$ cat src/rtl/digit_scan_pkg.sv
// Shared types and helpers for the display scan controller.
// The timer width is sized so it can hold the larger of the two reload values.
package digit_scan_pkg;

  typedef enum logic [1:0] {
    IDLE  = 2'd0,
    BLANK = 2'd1,
    ON    = 2'd2
  } scan_state_t;

  // Reload values are ticks-1, so $clog2 of the larger tick count is enough (min 1 bit).
  function automatic int tcnt_width(input int on_ticks, input int blank_ticks);
    int m;
    m = (on_ticks > blank_ticks) ? on_ticks : blank_ticks;
    return (m < 2) ? 1 : $clog2(m);
  endfunction

endpackage

$ cat src/rtl/digit_scanner_slot_timer.sv
// Loadable down-counter with a terminal-count flag; holds at zero until reloaded.
module slot_timer #(
  parameter int W = 8
) (
  input  logic         clk,
  input  logic         rst,
  input  logic         clear,
  input  logic         load,
  input  logic [W-1:0] load_val,
  output logic         tc
);

  logic [W-1:0] tcnt;

  always_ff @(posedge clk or posedge rst) begin
    if (rst) begin
      tcnt <= '0;
    end else if (clear) begin
      tcnt <= '0;
    end else if (load) begin
      tcnt <= load_val;
    end else if (tcnt != '0) begin
      tcnt <= tcnt - W'(1);
    end
  end

  assign tc = (tcnt == '0);

endmodule

$ cat src/rtl/digit_scanner.sv
// Time-multiplexed anode scan for N-digit 7-segment displays with blanking gap,
// per-digit mask latched at slot start, enable and frame-start strobe.
module digit_scanner
  import digit_scan_pkg::*;
#(
  parameter int NUM_DIGITS       = 4,
  parameter int ON_TICKS         = 100000,
  parameter int BLANK_TICKS      = 1000,
  parameter int ANODE_ACTIVE_LOW = 1,
  parameter int IDX_W            = $clog2(NUM_DIGITS)
) (
  input  logic                  clk,
  input  logic                  rst,
  input  logic                  en,
  input  logic [NUM_DIGITS-1:0] digit_mask,
  output logic [IDX_W-1:0]      digit_sel,
  output logic [NUM_DIGITS-1:0] anode,
  output logic                  blank,
  output logic                  frame_start
);

  localparam int CW = tcnt_width(ON_TICKS, BLANK_TICKS);
  localparam logic [CW-1:0] ON_LOAD    = CW'(ON_TICKS - 1);
  localparam logic [CW-1:0] BLANK_LOAD = CW'((BLANK_TICKS > 0) ? BLANK_TICKS - 1 : 0);
  localparam bit            NO_BLANK   = (BLANK_TICKS == 0);
  localparam logic [CW-1:0] SLOT_LOAD  = NO_BLANK ? ON_LOAD : BLANK_LOAD;

  scan_state_t           state_reg;
  logic [IDX_W-1:0]      digit_sel_reg;
  logic [NUM_DIGITS-1:0] act_reg;
  logic                  frame_start_reg;

  logic [IDX_W-1:0]      next_sel;
  logic [IDX_W-1:0]      entry_sel;
  logic [NUM_DIGITS-1:0] entry_hot;
  logic [NUM_DIGITS-1:0] act_next;
  logic                  t_clear;
  logic                  t_load;
  logic [CW-1:0]         t_val;
  logic                  tc;

  assign next_sel = (digit_sel_reg == IDX_W'(NUM_DIGITS - 1)) ? '0 : digit_sel_reg + IDX_W'(1);

  // Digit whose ON phase would start on this edge, depending on where we come from.
  always_comb begin
    entry_sel = digit_sel_reg;
    case (state_reg)
      IDLE:    entry_sel = '0;
      ON:      entry_sel = next_sel;
      default: entry_sel = digit_sel_reg;
    endcase
  end

  for (genvar gi = 0; gi < NUM_DIGITS; gi++) begin : g_decode
    assign entry_hot[gi] = (entry_sel == IDX_W'(gi));
  end

  // Mask is sampled only here, at ON entry, so mid-slot changes wait for the next slot.
  assign act_next = entry_hot & digit_mask;

  always_comb begin
    t_clear = 1'b0;
    t_load  = 1'b0;
    t_val   = '0;
    if (!en) begin
      t_clear = 1'b1;
    end else begin
      case (state_reg)
        IDLE: begin
          t_load = 1'b1;
          t_val  = SLOT_LOAD;
        end
        BLANK: if (tc) begin
          t_load = 1'b1;
          t_val  = ON_LOAD;
        end
        ON: if (tc) begin
          t_load = 1'b1;
          t_val  = SLOT_LOAD;
        end
        default: t_clear = 1'b1;
      endcase
    end
  end

  slot_timer #(.W(CW)) u_timer (
    .clk      (clk),
    .rst      (rst),
    .clear    (t_clear),
    .load     (t_load),
    .load_val (t_val),
    .tc       (tc)
  );

  always_ff @(posedge clk or posedge rst) begin
    if (rst) begin
      state_reg       <= IDLE;
      digit_sel_reg   <= '0;
      act_reg         <= '0;
      frame_start_reg <= 1'b0;
    end else begin
      frame_start_reg <= 1'b0;
      if (!en) begin
        state_reg     <= IDLE;
        digit_sel_reg <= '0;
        act_reg       <= '0;
      end else begin
        case (state_reg)
          IDLE: begin
            digit_sel_reg   <= '0;
            frame_start_reg <= 1'b1;
            if (NO_BLANK) begin
              state_reg <= ON;
              act_reg   <= act_next;
            end else begin
              state_reg <= BLANK;
              act_reg   <= '0;
            end
          end
          BLANK: begin
            if (tc) begin
              state_reg <= ON;
              act_reg   <= act_next;
            end
          end
          ON: begin
            if (tc) begin
              digit_sel_reg   <= next_sel;
              frame_start_reg <= (next_sel == '0);
              if (NO_BLANK) begin
                state_reg <= ON;
                act_reg   <= act_next;
              end else begin
                state_reg <= BLANK;
                act_reg   <= '0;
              end
            end
          end
          default: begin
            state_reg     <= IDLE;
            digit_sel_reg <= '0;
            act_reg       <= '0;
          end
        endcase
      end
    end
  end

  assign digit_sel   = digit_sel_reg;
  assign anode       = (ANODE_ACTIVE_LOW != 0) ? ~act_reg : act_reg;
  assign blank       = ~|act_reg;
  assign frame_start = frame_start_reg;

endmodule
$ cat config.mk
export PLATFORM = sky130hd
export DESIGN_NAME = digit_scanner
export DESIGN_NICKNAME = d
export VERILOG_FILES = /design/src/rtl/digit_scan_pkg.sv /design/src/rtl/digit_scanner_slot_timer.sv /design/src/rtl/digit_scanner.sv
export SDC_FILE = /design/constraint.sdc
export NUM_CORES = 1
export LEC_CHECK = 0
export CORE_MARGIN = 5
export CORE_UTILIZATION = 35
export DETAILED_ROUTE_END_ITERATION = 12
export HOLD_SLACK_MARGIN = 0.05
export PLACE_DENSITY_LB_ADDON = 0.3
export SLEW_MARGIN = 20
export SYNTH_ARGS = -nofsm -noshare
export SYNTH_HDL_FRONTEND = slang
export SYNTH_SLANG_ARGS = --single-unit
$ cat constraint.sdc
create_clock -name clk -period 6.1 [get_ports clk]
set_input_delay 0.61 -clock clk [delete_from_list [all_inputs] [get_ports clk]]
set_output_delay 0.61 -clock clk [all_outputs]
set_load 0.01 [all_outputs]
==> impl_table.tex, run 1 <==
\begin{tabular}{lr}
\hline
Metric & Value \\
\hline
\multicolumn{2}{l}{\textbf{Status}} \\
\quad Outcome & completed \\
\multicolumn{2}{l}{\textbf{Floorplan}} \\
\quad Effective utilization at floorplan & 36.7\% \\
\quad Ports placed on the boundary & 15 \\
\quad Area enclosed by the die boundary & 6120 sq um \\
\quad Placeable Area & 4440 sq um \\
\quad Site row count & 24 \\
\quad Width of the chip & 78.2 um \\
\quad Vertical die dimension & 78.2 um \\
\multicolumn{2}{l}{\textbf{Clock tree}} \\
\quad Post-CTS Resized & 0 \\
\quad Library cell used as clock root buffer & clkbuf\_8 \\
\quad CTS H-Tree Depth & 1 \\
\quad Number of sinks on the clock net & 26 \\
\quad Clock tree from TritonCTS & done \\
\quad Buffers inserted by post-CTS timing repair & 0 \\
\quad Clock-pin slew of the registers on the worst-case setup and hold paths & 90 ps \\
\quad Maximum root-to-sink buffer count & 2 \\
\quad CTS Buf Count & 3 \\
\quad Post-CTS Hold Buffers & 0 \\
\quad Later-pin clock latency in the skew report & 270 ps \\
\multicolumn{2}{l}{\textbf{Timing}} \\
\quad Upper clock frequency limit & 429 MHz \\
\quad Worst Hold Margin & 540 ps \\
\quad Setup TNS after final layout & 0 ps \\
\quad RSZ-0062 raised after global routing & false \\
\quad Final hold viol count & 0 \\
\quad Setup clock skew after layout & 1.44 ps \\
\quad Worst slew margin relative to its limit & 50.1\% \\
\quad Slew at the pin with the worst max-slew slack & 747 ps \\
\quad Min cycle time layout & 2330 ps \\
\quad Final number of setup-violating endpoints & 0 \\
\quad Final worst path period share & 38.2\% \\
\quad Final Max Tran Viols & 0 \\
\multicolumn{2}{l}{\textbf{Run}} \\
\quad Max capacitance violation total & 0 \\
\multicolumn{2}{l}{\textbf{Logic synthesis}} \\
\quad Dominant cells by area after synthesis & dfrtp\_1, ha\_1, nand2\_1 \\
\quad Part of the Yosys area used for sequential elements & 39.9\% \\
\quad Post-synth EDFFs & 0 \\
\quad Largest area contributor in the synthesized netlist & dfrtp\_1 \\
\quad Synthesis-stage register bit count & 26 \\
\quad Number of standard cells after synthesis & 184 \\
\quad Summed instance area of the synthesized netlist & 1630 sq um \\
\quad Leading register cell type out of synthesis & dfrtp\_1 \\
\quad YS warnings & 0 \\
\quad Share of the synthesized area in the top cell type & 39.9\% \\
\quad Per-instance average area after synthesis & 8.85 sq um \\
\quad Distinct cell type count after synthesis & 42 \\
\quad Synthesized net count & 199 \\
\quad Async set or reset register ratio after synthesis & 100\% \\
\multicolumn{2}{l}{\textbf{Power}} \\
\quad Switching portion of total power & 31.2\% \\
\quad P\_leak & 0.000747 uW \\
\quad Total power consumption of the routed design & 393 uW \\
\quad Gate power share & 21.8\% \\
\quad Power density cells & 212 nW/um\^{}2 \\
\quad Part of the total power dissipated in the clock network & 29.3\% \\
\quad Switching power of the nets & 123 uW \\
\quad Flop pwr share & 48.9\% \\
\quad Internal Power & 271 uW \\
\quad Worst ir drop on vdd & 74.5 uV \\
\multicolumn{2}{l}{\textbf{Cells and area}} \\
\quad Post-route cell area & 1860 sq um \\
\quad Final Net Count & 213 \\
\quad Area overhead of the layout relative to synthesis & 14.1\% \\
\quad Max reg flops & 17 \\
\quad Area of the multi-input gates & 898 sq um \\
\quad Total area of sequential cells & 651 sq um \\
\quad Ratio of cells with drive above 1 in the final layout & 7.11\% \\
\quad Antenna Cells & 0 \\
\quad Final-layout fill cell count & 450 \\
\multicolumn{2}{l}{\textbf{Routing}} \\
\quad Post-route DRC violation count & 0 \\
\quad Via count of the routed design & 1,411 \\
\quad Post-DR wirelength/cell & 15.7 um \\
\quad Total wire length after detailed routing & 3.90 mm \\
\quad Via-to-Cell Ratio & 5.67 \\
\quad Total iterations of the first detailed-routing run & 4 \\
\quad Detailed router's first-iteration violation count & 100 \\
\quad Count of nets left with antenna violations after detail routing & 0 \\
\multicolumn{2}{l}{\textbf{Setup path}} \\
\quad Startpoint-to-endpoint class of the critical path & flop to flop \\
\quad Maximum fanout count along the critical path & 17 \\
\quad Required time at the worst-slack endpoint & 6250 ps \\
\quad Critical-path top delay cell & or4\_4 \\
\quad Startpoint type of the worst setup path & flop \\
\quad Bufs and invs on worst path & 1 \\
\quad Kind of cell adding the most delay to the critical path & simple AND/OR/NAND/NOR gates \\
\quad Critical Path End Type & flop \\
\quad Critical Path, Cell by Cell & inv\_1, ha\_1, or4b\_1, or4\_4, o31ai\_4, a21oi\_1 \\
\quad CP Data Arrival Time & 2480 ps \\
\quad Peak per-stage delay on the critical path & 650 ps \\
\quad Register-to-register setup slack & 3770 ps \\
\multicolumn{2}{l}{\textbf{Placed design}} \\
\quad Detailed-placement wirelength estimate & 2.82 mm \\
\quad Global placement routability congestion & 0.835 \\
\quad Count of port buffers added during placement & 14 \\
\quad DP Area & 1800 sq um \\
\multicolumn{2}{l}{\textbf{Hold path}} \\
\quad Hold Crit Class & flop to flop \\
\multicolumn{2}{l}{\textbf{Global route}} \\
\quad Largest net degree at the start of global routing & 27 \\
\quad Number of antenna violations at the first check in global routing & 0 \\
\quad Overflow left after global routing & 0 \\
\quad Total Routing Usage GR & 13.5\% \\
\quad Global-route wire length before repair & 6.69 mm \\
\quad Number of global-route vias before repair & 1,328 \\
\hline
\end{tabular}
layer usage:
layer  vias up  wire length [um]  global-route usage (%)
met2        44              1750                    20.2
met3        12               157                    1.83
li1        697                 -                       -
met1       658              1920                    19.7
met4         0                76                    4.90
met5         -                 0                       0
power groups by stage:
stage | Sequential [uW] | Clock (uW) | Combinational (uW)
6_report | 192 | 115 | 85.8
5_1_grt | 194 | 126 | 95.9
4_1_cts | 192 | 118 | 85.3
3_5_place_dp | 195 | 0 | 84.2
3_3_place_gp | 195 | 0 | 84.4
2_1_floorplan | 193 | 0 | 62.3
per-stage QoR:
step	cells	utilization, %	worst slack (ps)
final	249	41.8	3770
after global routing	249	41.8	3620
after CTS	249	41.8	3770
after detailed placement	245	40.6	3640
after global placement	245	40.6	3670
after floorplan	184	-	3950
kinds of logic after synthesis:
group | count (synthesis) | share of synthesized area, %
and+or+nand+nor | 81 | 27.5
buffers and inverters | 17 | 4.92
AOI/OAI and AO/OA | 42 | 16.0
muxes | 2 | 1.23
DFF | 26 | 39.9
xor gates and xnor gates | 8 | 4.30
adders and majority gates | 8 | 6.14
cell usage after synthesis, types with 2 or more instances:
cell / number
nand2b_1: 3
or3_1: 4
or4_4: 3
dfrtp_1: 26
nand4_1: 4
a31oi_1: 2
a22oi_1: 2
buf_6: 2
nor4_1: 7
a21oi_1: 15
inv_1: 10
clkbuf_1: 3
nand3b_1: 2
mux2i_1: 2
xor2_1: 7
o21ai_0: 11
nand4b_1: 2
nand2_1: 21
ha_1: 8
nand3_1: 13
nor2_1: 8
or4_1: 2
nor2b_1: 2
o21ai_1: 2
nor3_1: 5
o22ai_1: 2
final timing paths:
kind / from / end / cells past startpoint
setup / recovery: u_timer.tcnt[0] / u_timer.tcnt[9] / 6
hold / removal: act_reg[3] / act_reg[3] / 2
setup reg to reg: u_timer.tcnt[0] / u_timer.tcnt[9] / 6
hold reg to reg: act_reg[3] / act_reg[3] / 2
max in group asynchronous: rst / u_timer.tcnt[12] / 2
min in group asynchronous: rst / u_timer.tcnt[10] / 2
area by class of cell:
cell class | count | area share [%]
Timing Repair Buffer | 15 | 7.95
Inverter | 11 | 2.22
Clock buffer | 4 | 2.96
Tap cell | 52 | 3.50
Sequential cell | 26 | 35.0
Multi-Input combinational cell | 141 | 48.4
cells in the final DEF (no fill, tap or decap), drive strengths merged, types with 5 or more instances in the layout:
cell type,count
dfrtp,26
nand2,21
a21oi,15
clkdlybuf4s50,14
o21ai,14
nand3,13
inv,10
nor2,8
ha,8
nor4,8
xor2,7
nor3,5
or4,5
worst register-to-register path, cell delays in order (launching register included):
cell and delay, ps:
dfrtp_1 420, inv_1 110, ha_1 140, or4b_1 500, or4_4 650, o31ai_4 320, a21oi_1 80
(Power assumes the default switching activity.)
==> inputs of run 2 (changes only) <==
Clock period 6.1 ns to 2.1 ns, I/O delays scaled along.
==> impl_table.tex, run 2 (synthesis gave the netlist of run 1 again) <==
\begin{tabular}{lr}
\hline
Metric & Value \\
\hline
\multicolumn{2}{l}{\textbf{Routing}} \\
\quad Post-DR wirelength/cell & 14.6 um (was 15.7 um) \\
\quad Via count of the routed design & 1,531 (was 1,411) \\
\quad Post-route DRC violation count & 0 (unchanged) \\
\quad Total iterations of the first detailed-routing run & 4 (unchanged) \\
\quad Detailed router's first-iteration violation count & 80 (was 100) \\
\quad Via-to-Cell Ratio & 5.37 (was 5.67) \\
\quad Total wire length after detailed routing & 4.16 mm (was 3.90 mm) \\
\quad Count of nets left with antenna violations after detail routing & 0 (unchanged) \\
\multicolumn{2}{l}{\textbf{Floorplan}} \\
\quad Site row count & 24 (unchanged) \\
\quad Ports placed on the boundary & 15 (unchanged) \\
\quad Effective utilization at floorplan & 36.7\% (unchanged) \\
\quad Vertical die dimension & 78.2 um (unchanged) \\
\quad Placeable Area & 4440 sq um (unchanged) \\
\quad Width of the chip & 78.2 um (unchanged) \\
\quad Area enclosed by the die boundary & 6120 sq um (unchanged) \\
\multicolumn{2}{l}{\textbf{Timing}} \\
\quad Worst-case setup margin in the final layout & -8.95 ps (was 3770 ps) \\
\quad Final number of setup-violating endpoints & 2 (was 0) \\
\quad RSZ-0062 raised after global routing & true (was false) \\
\quad Final Max Tran Viols & 0 (unchanged) \\
\quad Upper clock frequency limit & 474 MHz (was 429 MHz) \\
\quad Setup clock skew after layout & 1.94 ps (was 1.44 ps) \\
\quad Worst slew margin relative to its limit & 71.1\% (was 50.1\%) \\
\quad Worst Hold Margin & 291 ps (was 540 ps) \\
\quad Min cycle time layout & 2110 ps (was 2330 ps) \\
\quad Final hold viol count & 0 (unchanged) \\
\quad Final worst path period share & 100\% (was 38.2\%) \\
\quad Slew at the pin with the worst max-slew slack & 431 ps (was 747 ps) \\
\multicolumn{2}{l}{\textbf{Setup path}} \\
\quad Peak per-stage delay on the critical path & 580 ps (was 650 ps) \\
\quad Critical-path top delay cell & or4\_4 (unchanged) \\
\quad CP Data Arrival Time & 2260 ps (was 2480 ps) \\
\quad Register-to-register setup slack & -9 ps (was 3770 ps) \\
\quad Maximum fanout count along the critical path & 5 (was 17) \\
\quad Kind of cell adding the most delay to the critical path & simple AND/OR/NAND/NOR gates (unchanged) \\
\quad Required time at the worst-slack endpoint & 2260 ps (was 6250 ps) \\
\quad Critical Path End Type & flop (unchanged) \\
\quad Start point of the critical path & u\_timer.tcnt[0] (unchanged) \\
\quad Reg-to-Reg Start & u\_timer.tcnt[0] (unchanged) \\
\quad Worst reg-to-reg path cell count & 6 (unchanged) \\
\quad R2r endpoint & u\_timer.tcnt[9] (unchanged) \\
\quad Termination of the worst setup path & u\_timer.tcnt[9] (unchanged) \\
\quad Startpoint type of the worst setup path & flop (unchanged) \\
\quad Startpoint-to-endpoint class of the critical path & flop to flop (unchanged) \\
\quad Critical Path, Cell by Cell & inv\_2, ha\_4, or4b\_4, or4\_4, o31ai\_4, a21oi\_1 (was inv\_1, ha\_1, or4b\_1, or4\_4, o31ai\_4, a21oi\_1) \\
\quad Total stage count of the critical path & 6 (unchanged) \\
\quad Bufs and invs on worst path & 1 (unchanged) \\
\multicolumn{2}{l}{\textbf{Placed design}} \\
\quad Detailed-placement wirelength estimate & 3.09 mm (was 2.82 mm) \\
\quad Global placement routability congestion & 0.823 (was 0.835) \\
\quad Post-placement worst setup slack & -75.1 ps (was 3640 ps) \\
\quad Count of port buffers added during placement & 14 (unchanged) \\
\multicolumn{2}{l}{\textbf{Clock tree}} \\
\quad Library cell used as clock root buffer & clkbuf\_8 (unchanged) \\
\quad CTS Buf Count & 3 (unchanged) \\
\quad Maximum root-to-sink buffer count & 2 (unchanged) \\
\quad Clock tree from TritonCTS & done (unchanged) \\
\quad CTS H-Tree Depth & 1 (unchanged) \\
\quad Clock-pin slew of the registers on the worst-case setup and hold paths & 90 ps (about the same) \\
\quad Later-pin clock latency in the skew report & 270 ps (about the same) \\
\quad Post-CTS Hold Buffers & 0 (unchanged) \\
\quad Number of sinks on the clock net & 26 (unchanged) \\
\multicolumn{2}{l}{\textbf{Cells and area}} \\
\quad Final-layout fill cell count & 431 (was 450) \\
\quad Fin util & 49.5\% (was 41.8\%) \\
\quad Max reg flops & 17 (unchanged) \\
\quad Ratio of cells with drive above 1 in the final layout & 24.9\% (was 7.11\%) \\
\quad Most common cell after layout, fill and taps aside & buf\_4 (was dfrtp\_1) \\
\quad Commonest cells after routing, fill and taps aside & buf\_4, dfrtp\_1, nand2\_1, a21oi\_1, clkdlybuf4s50\_1 (was dfrtp\_1, nand2\_1, a21oi\_1, clkdlybuf4s50\_1, nand3\_1) \\
\quad Final Net Count & 249 (was 213) \\
\quad Area overhead of the layout relative to synthesis & 35.0\% (was 14.1\%) \\
\quad Antenna Cells & 0 (unchanged) \\
\multicolumn{2}{l}{\textbf{Global route}} \\
\quad Global-route wire length before repair & 6.80 mm (was 6.69 mm) \\
\quad Number of antenna violations at the first check in global routing & 0 (unchanged) \\
\quad Number of global-route vias before repair & 1,440 (was 1,328) \\
\quad Overflow left after global routing & 0 (unchanged) \\
\quad Largest net degree at the start of global routing & 27 (unchanged) \\
\quad Total Routing Usage GR & 14.0\% (was 13.5\%) \\
\multicolumn{2}{l}{\textbf{Power}} \\
\quad Switching power of the nets & 378 uW (was 123 uW) \\
\quad Gate power share & 29.5\% (was 21.8\%) \\
\quad Part of the total power dissipated in the clock network & 26.4\% (was 29.3\%) \\
\quad Internal Power & 858 uW (was 271 uW) \\
\quad Flop pwr share & 44.2\% (was 48.9\%) \\
\quad P\_leak & 0.000930 uW (was 0.000747 uW) \\
\quad Worst ir drop on vdd & 237 uV (was 74.5 uV) \\
\quad Power density cells & 562 nW/um\^{}2 (was 212 nW/um\^{}2) \\
\quad Switching portion of total power & 30.6\% (was 31.2\%) \\
\multicolumn{2}{l}{\textbf{Run}} \\
\quad Max capacitance violation total & 0 (unchanged) \\
\multicolumn{2}{l}{\textbf{Status}} \\
\quad Outcome & complete, but fails checks (was completed) \\
\quad Violated checks & setup timing \\
\multicolumn{2}{l}{\textbf{Hold path}} \\
\quad Hold Crit Class & primary input to asynchronous set/reset pin (was flop to flop) \\
\hline
\end{tabular}
-- run 2: changes by cell type in the layout (fill, tap and decap cells not counted), sizes merged --
cell	change
buf	+34
or4	+2
-- run 2: area by class of cell --
| type | instances | area, sq um | share of cell area [%] |
|---|---|---|---|
| tap | 52 | 65.1 | 2.96 |
| sequential | 26 | 651 | 29.6 |
| multi-input combinational | 143 | 981 | 44.6 |
| inverter | 11 | 41.3 | 1.88 |
| clock buffer | 4 | 55.1 | 2.50 |
| timing repair buffer | 49 | 407 | 18.5 |
-- run 2: metal layers --
layer	GRT usage [%]	part of all wire [%]	vias to the layer above
met2	23.3	47	22
met5	0	0	-
met1	19.1	48	728
li1	-	-	777
met3	0.686	3.2	4
met4	5.77	1.5	0
-- run 2: timing repair --
action	in CTS	in global routing
cloned	2	0
endpoints found under the setup margin	13	24
resized for setup	6	9
pin swaps	2	2
setup buffers	2	3
-- run 2: through the flow --
stage,total power (uW),instances,setup TNS (ps),cell area (sq um)
after floorplan,744,184,0,1630
after global placement,878,274,-197,2020
after detailed placement,880,274,-537,2020
after CTS,1230,282,-728,2130
after global routing,1300,285,-321,2200
final,1240,285,-12.4,2200
-- run 2: tightest hold or removal path: stages --
cell             delay [ps]
clkdlybuf4s50_1         400
inv_1                    50
buf_4                   320
-- run 2: how the worst min path moves through the flow --
stage | to | cells past startpoint | slack [ps]
after detailed placement | act_reg[1] | 2 | 530
after floorplan | act_reg[0] | 1 | 250
after global routing | u_timer.tcnt[10] | 3 | 370
after global placement | act_reg[3] | 2 | 540
after CTS | u_timer.tcnt[10] | 3 | 300
final | u_timer.tcnt[16] | 3 | 290
-- run 2: power groups by stage --
stage | Combinational, uW | Clock [uW] | Sequential [uW]
2_1_floorplan | 183 | 0 | 561
3_3_place_gp | 324 | 0 | 553
3_5_place_dp | 324 | 0 | 555
4_1_cts | 343 | 337 | 545
5_1_grt | 397 | 358 | 549
6_report | 364 | 326 | 546
==> inputs of run 3 (changes only) <==
Settings changed: ABC_AREA from default to 1.
==> impl_table.tex, run 3 <==
\begin{tabular}{lr}
\hline
Metric & Value \\
\hline
\multicolumn{2}{l}{\textbf{Global route}} \\
\quad Met1 Usage GRT & 18.2\% (was 19.1\%) \\
\quad Top Usage Layer GRT & met2 (unchanged) \\
\quad Number of antenna violations at the first check in global routing & 0 (unchanged) \\
\quad Overflow left after global routing & 0 (unchanged) \\
\quad Total Routing Usage GR & 13.6\% (was 14.0\%) \\
\quad Global-route wire length before repair & 6.77 mm (was 6.80 mm) \\
\quad Global routing met3 resource utilization & 2.93\% (was 0.686\%) \\
\quad Number of global-route vias before repair & 1,419 (was 1,440) \\
\quad GR met2 Demand/Resource & 22.3\% (was 23.3\%) \\
\quad Largest net degree at the start of global routing & 27 (unchanged) \\
\multicolumn{2}{l}{\textbf{Placed design}} \\
\quad Global placement routability congestion & 0.863 (was 0.823) \\
\quad Detailed-placement wirelength estimate & 3.04 mm (was 3.09 mm) \\
\quad Placed Cells & 300 (was 274) \\
\quad DP Area & 1940 sq um (was 2020 sq um) \\
\quad Count of port buffers added during placement & 14 (unchanged) \\
\multicolumn{2}{l}{\textbf{Routing}} \\
\quad Via-to-Cell Ratio & 4.66 (was 5.37) \\
\quad Post-route DRC violation count & 0 (unchanged) \\
\quad Count of nets left with antenna violations after detail routing & 0 (unchanged) \\
\quad Detailed router's first-iteration violation count & 132 (was 80) \\
\quad Via count of the routed design & 1,411 (was 1,531) \\
\quad Total wire length after detailed routing & 3.87 mm (was 4.16 mm) \\
\quad Post-DR wirelength/cell & 12.8 um (was 14.6 um) \\
\quad Total iterations of the first detailed-routing run & 4 (unchanged) \\
\multicolumn{2}{l}{\textbf{Floorplan}} \\
\quad Ports placed on the boundary & 15 (unchanged) \\
\quad Width of the chip & 79.8 um (was 78.2 um) \\
\quad Vertical die dimension & 79.8 um (was 78.2 um) \\
\quad Area enclosed by the die boundary & 6370 sq um (was 6120 sq um) \\
\quad Effective utilization at floorplan & 36.1\% (was 36.7\%) \\
\quad Site row count & 25 (was 24) \\
\quad Placeable Area & 4720 sq um (was 4440 sq um) \\
\multicolumn{2}{l}{\textbf{Cells and area}} \\
\quad Final Net Count & 253 (was 249) \\
\quad Post-route cell area & 1980 sq um (was 2200 sq um) \\
\quad Fin util & 41.9\% (was 49.5\%) \\
\quad Area overhead of the layout relative to synthesis & 16.0\% (was 35.0\%) \\
\quad Max reg flops & 17 (unchanged) \\
\quad Commonest cells after routing, fill and taps aside & nand2\_1, nor2\_1, dfrtp\_1, inv\_1, clkdlybuf4s50\_1 (was buf\_4, dfrtp\_1, nand2\_1, a21oi\_1, clkdlybuf4s50\_1) \\
\quad Post-Layout Cell Count & 303 (was 285) \\
\quad Ratio of cells with drive above 1 in the final layout & 14.0\% (was 24.9\%) \\
\quad Antenna Cells & 0 (unchanged) \\
\quad Most common cell after layout, fill and taps aside & nand2\_1 (was buf\_4) \\
\multicolumn{2}{l}{\textbf{Logic synthesis}} \\
\quad Leading register cell type out of synthesis & dfrtp\_1 (unchanged) \\
\quad Synthesized net count & 233 (was 199) \\
\quad Largest area contributor in the synthesized netlist & dfrtp\_1 (unchanged) \\
\quad Number of standard cells after synthesis & 218 (was 184) \\
\quad Per-instance average area after synthesis & 7.82 sq um (was 8.85 sq um) \\
\quad Part of the Yosys area used for sequential elements & 38.2\% (was 39.9\%) \\
\quad YS warnings & 0 (unchanged) \\
\quad Summed instance area of the synthesized netlist & 1710 sq um (was 1630 sq um) \\
\quad Cell with the most instances after synthesis & nand2\_1 (was dfrtp\_1) \\
\quad Dominant cells by area after synthesis & dfrtp\_1, nand2\_1, nor2\_1 (was dfrtp\_1, ha\_1, nand2\_1) \\
\quad Share of the synthesized area in the top cell type & 38.2\% (was 39.9\%) \\
\quad Synthesis-stage register bit count & 26 (unchanged) \\
\quad Post-synth EDFFs & 0 (unchanged) \\
\quad Async set or reset register ratio after synthesis & 100\% (unchanged) \\
\quad Distinct cell type count after synthesis & 30 (was 42) \\
\quad Most numerous cell types in the synthesized netlist & nand2\_1, nor2\_1, dfrtp\_1 (was dfrtp\_1, nand2\_1, a21oi\_1) \\
\multicolumn{2}{l}{\textbf{Power}} \\
\quad Switching power of the nets & 521 uW (was 378 uW) \\
\quad Power density cells & 693 nW/um\^{}2 (was 562 nW/um\^{}2) \\
\quad Part of the total power dissipated in the clock network & 20.7\% (was 26.4\%) \\
\quad Worst ir drop on vdd & 402 uV (was 237 uV) \\
\quad Gate power share & 34.1\% (was 29.5\%) \\
\quad Flop pwr share & 45.2\% (was 44.2\%) \\
\quad Internal Power & 849 uW (was 858 uW) \\
\quad P\_leak & 0.000938 uW (was 0.000930 uW) \\
\quad Switching portion of total power & 38.0\% (was 30.6\%) \\
\multicolumn{2}{l}{\textbf{Setup path}} \\
\quad Startpoint type of the worst setup path & flop (unchanged) \\
\quad Startpoint-to-endpoint class of the critical path & flop to output pin (was flop to flop) \\
\quad Critical Path End Type & output pin (was flop) \\
\quad CP Data Arrival Time & 1550 ps (was 2260 ps) \\
\quad Maximum fanout count along the critical path & 3 (was 5) \\
\quad Required time at the worst-slack endpoint & 1890 ps (was 2260 ps) \\
\multicolumn{2}{l}{\textbf{Clock tree}} \\
\quad Clock-pin slew of the registers on the worst-case setup and hold paths & 90 ps (about the same) \\
\quad Maximum root-to-sink buffer count & 2 (unchanged) \\
\quad CTS H-Tree Depth & 1 (unchanged) \\
\quad Later-pin clock latency in the skew report & 270 ps (about the same) \\
\quad Number of sinks on the clock net & 26 (unchanged) \\
\quad CTS Buf Count & 3 (unchanged) \\
\quad Post-CTS Resized & 0 (was 6) \\
\quad Buffers inserted by post-CTS timing repair & 0 (was 2) \\
\quad Library cell used as clock root buffer & clkbuf\_8 (unchanged) \\
\quad Clock tree from TritonCTS & done (unchanged) \\
\quad Post-CTS Hold Buffers & 0 (unchanged) \\
\multicolumn{2}{l}{\textbf{Timing}} \\
\quad Worst slew margin relative to its limit & 75.7\% (was 71.1\%) \\
\quad Final worst path period share & 83.9\% (was 100\%) \\
\quad Final hold viol count & 0 (unchanged) \\
\quad Slew at the pin with the worst max-slew slack & 361 ps (was 431 ps) \\
\quad Setup clock skew after layout & 3.47 ps (was 1.94 ps) \\
\quad Min cycle time layout & 1760 ps (was 2110 ps) \\
\quad RSZ-0062 raised after global routing & false (was true) \\
\quad Final number of setup-violating endpoints & 0 (was 2) \\
\quad Upper clock frequency limit & 568 MHz (was 474 MHz) \\
\quad Final Max Tran Viols & 0 (unchanged) \\
\quad Setup TNS after final layout & 0 ps (was -12.4 ps) \\
\multicolumn{2}{l}{\textbf{Hold path}} \\
\quad Hold Crit Class & primary input to asynchronous set/reset pin (unchanged) \\
\multicolumn{2}{l}{\textbf{Run}} \\
\quad Max capacitance violation total & 0 (unchanged) \\
\multicolumn{2}{l}{\textbf{Status}} \\
\quad Outcome & completed (was complete, but fails checks) \\
\hline
\end{tabular}
-- run 3: worst paths after layout --
kind,cells past startpoint,startpoint,end,slack (ps)
min,3,rst,u_timer.tcnt[16],280
min in group clk,3,digit_mask[1],act_reg[1],490
min reg2reg,2,u_timer.tcnt[0],u_timer.tcnt[0],520
max reg2reg,13,u_timer.tcnt[0],u_timer.tcnt[14],390
max in group asynchronous,3,rst,act_reg[2],1560
max,2,act_reg[3],blank,340
-- run 3: area by class of cell --
| class | count | area (sq um) |
|---|---|---|
| clock buffers | 3 | 41.3 |
| fillers | 483 | 2750 |
| inverters | 24 | 90.1 |
| multi-input cells | 168 | 965 |
| flip-flops and latches | 26 | 651 |
| well taps | 67 | 83.8 |
| repair buffers | 15 | 148 |
-- run 3: critical path: stages (launching register included) --
cell,delay (ps)
dfrtp_1,410
nor4_1,280
clkdlybuf4s50_1,600
-- run 3: kinds of logic after synthesis --
family | Yosys count | synth area share, %
AOI/OAI and AO/OA | 19 | 7.48
buffers and inverters | 24 | 5.28
xor gates and xnor gates | 13 | 6.68
adders and majority gates | 8 | 5.87
DFF | 26 | 38.2
and+or+nand+nor | 128 | 36.5
-- run 3: metrics by stage --
step	setup slack (ps)	total power, uW	hold WS, ps
floorplan	600	977	250
finish	339	1370	280
CTS	314	1380	301
detailed placement	314	1100	498
global placement	304	1100	494
global route	190	1470	342
-- run 3: per-layer routing --
layer  part of all wire (%)  wire length (um)  up-vias
met5                      0                 0        -
met4                   0.93                36        0
met3                    4.2               163        5
met2                     46              1770       25
met1                     49              1900      650
li1                       -                 -      731
-- run 3: power groups by stage --
stage	Combinational, uW	Clock (uW)	Sequential, uW
after floorplan	364	0	613
after global placement	471	0	629
after detailed placement	467	0	628
after CTS	470	291	618
after global routing	528	316	626
final	468	283	619
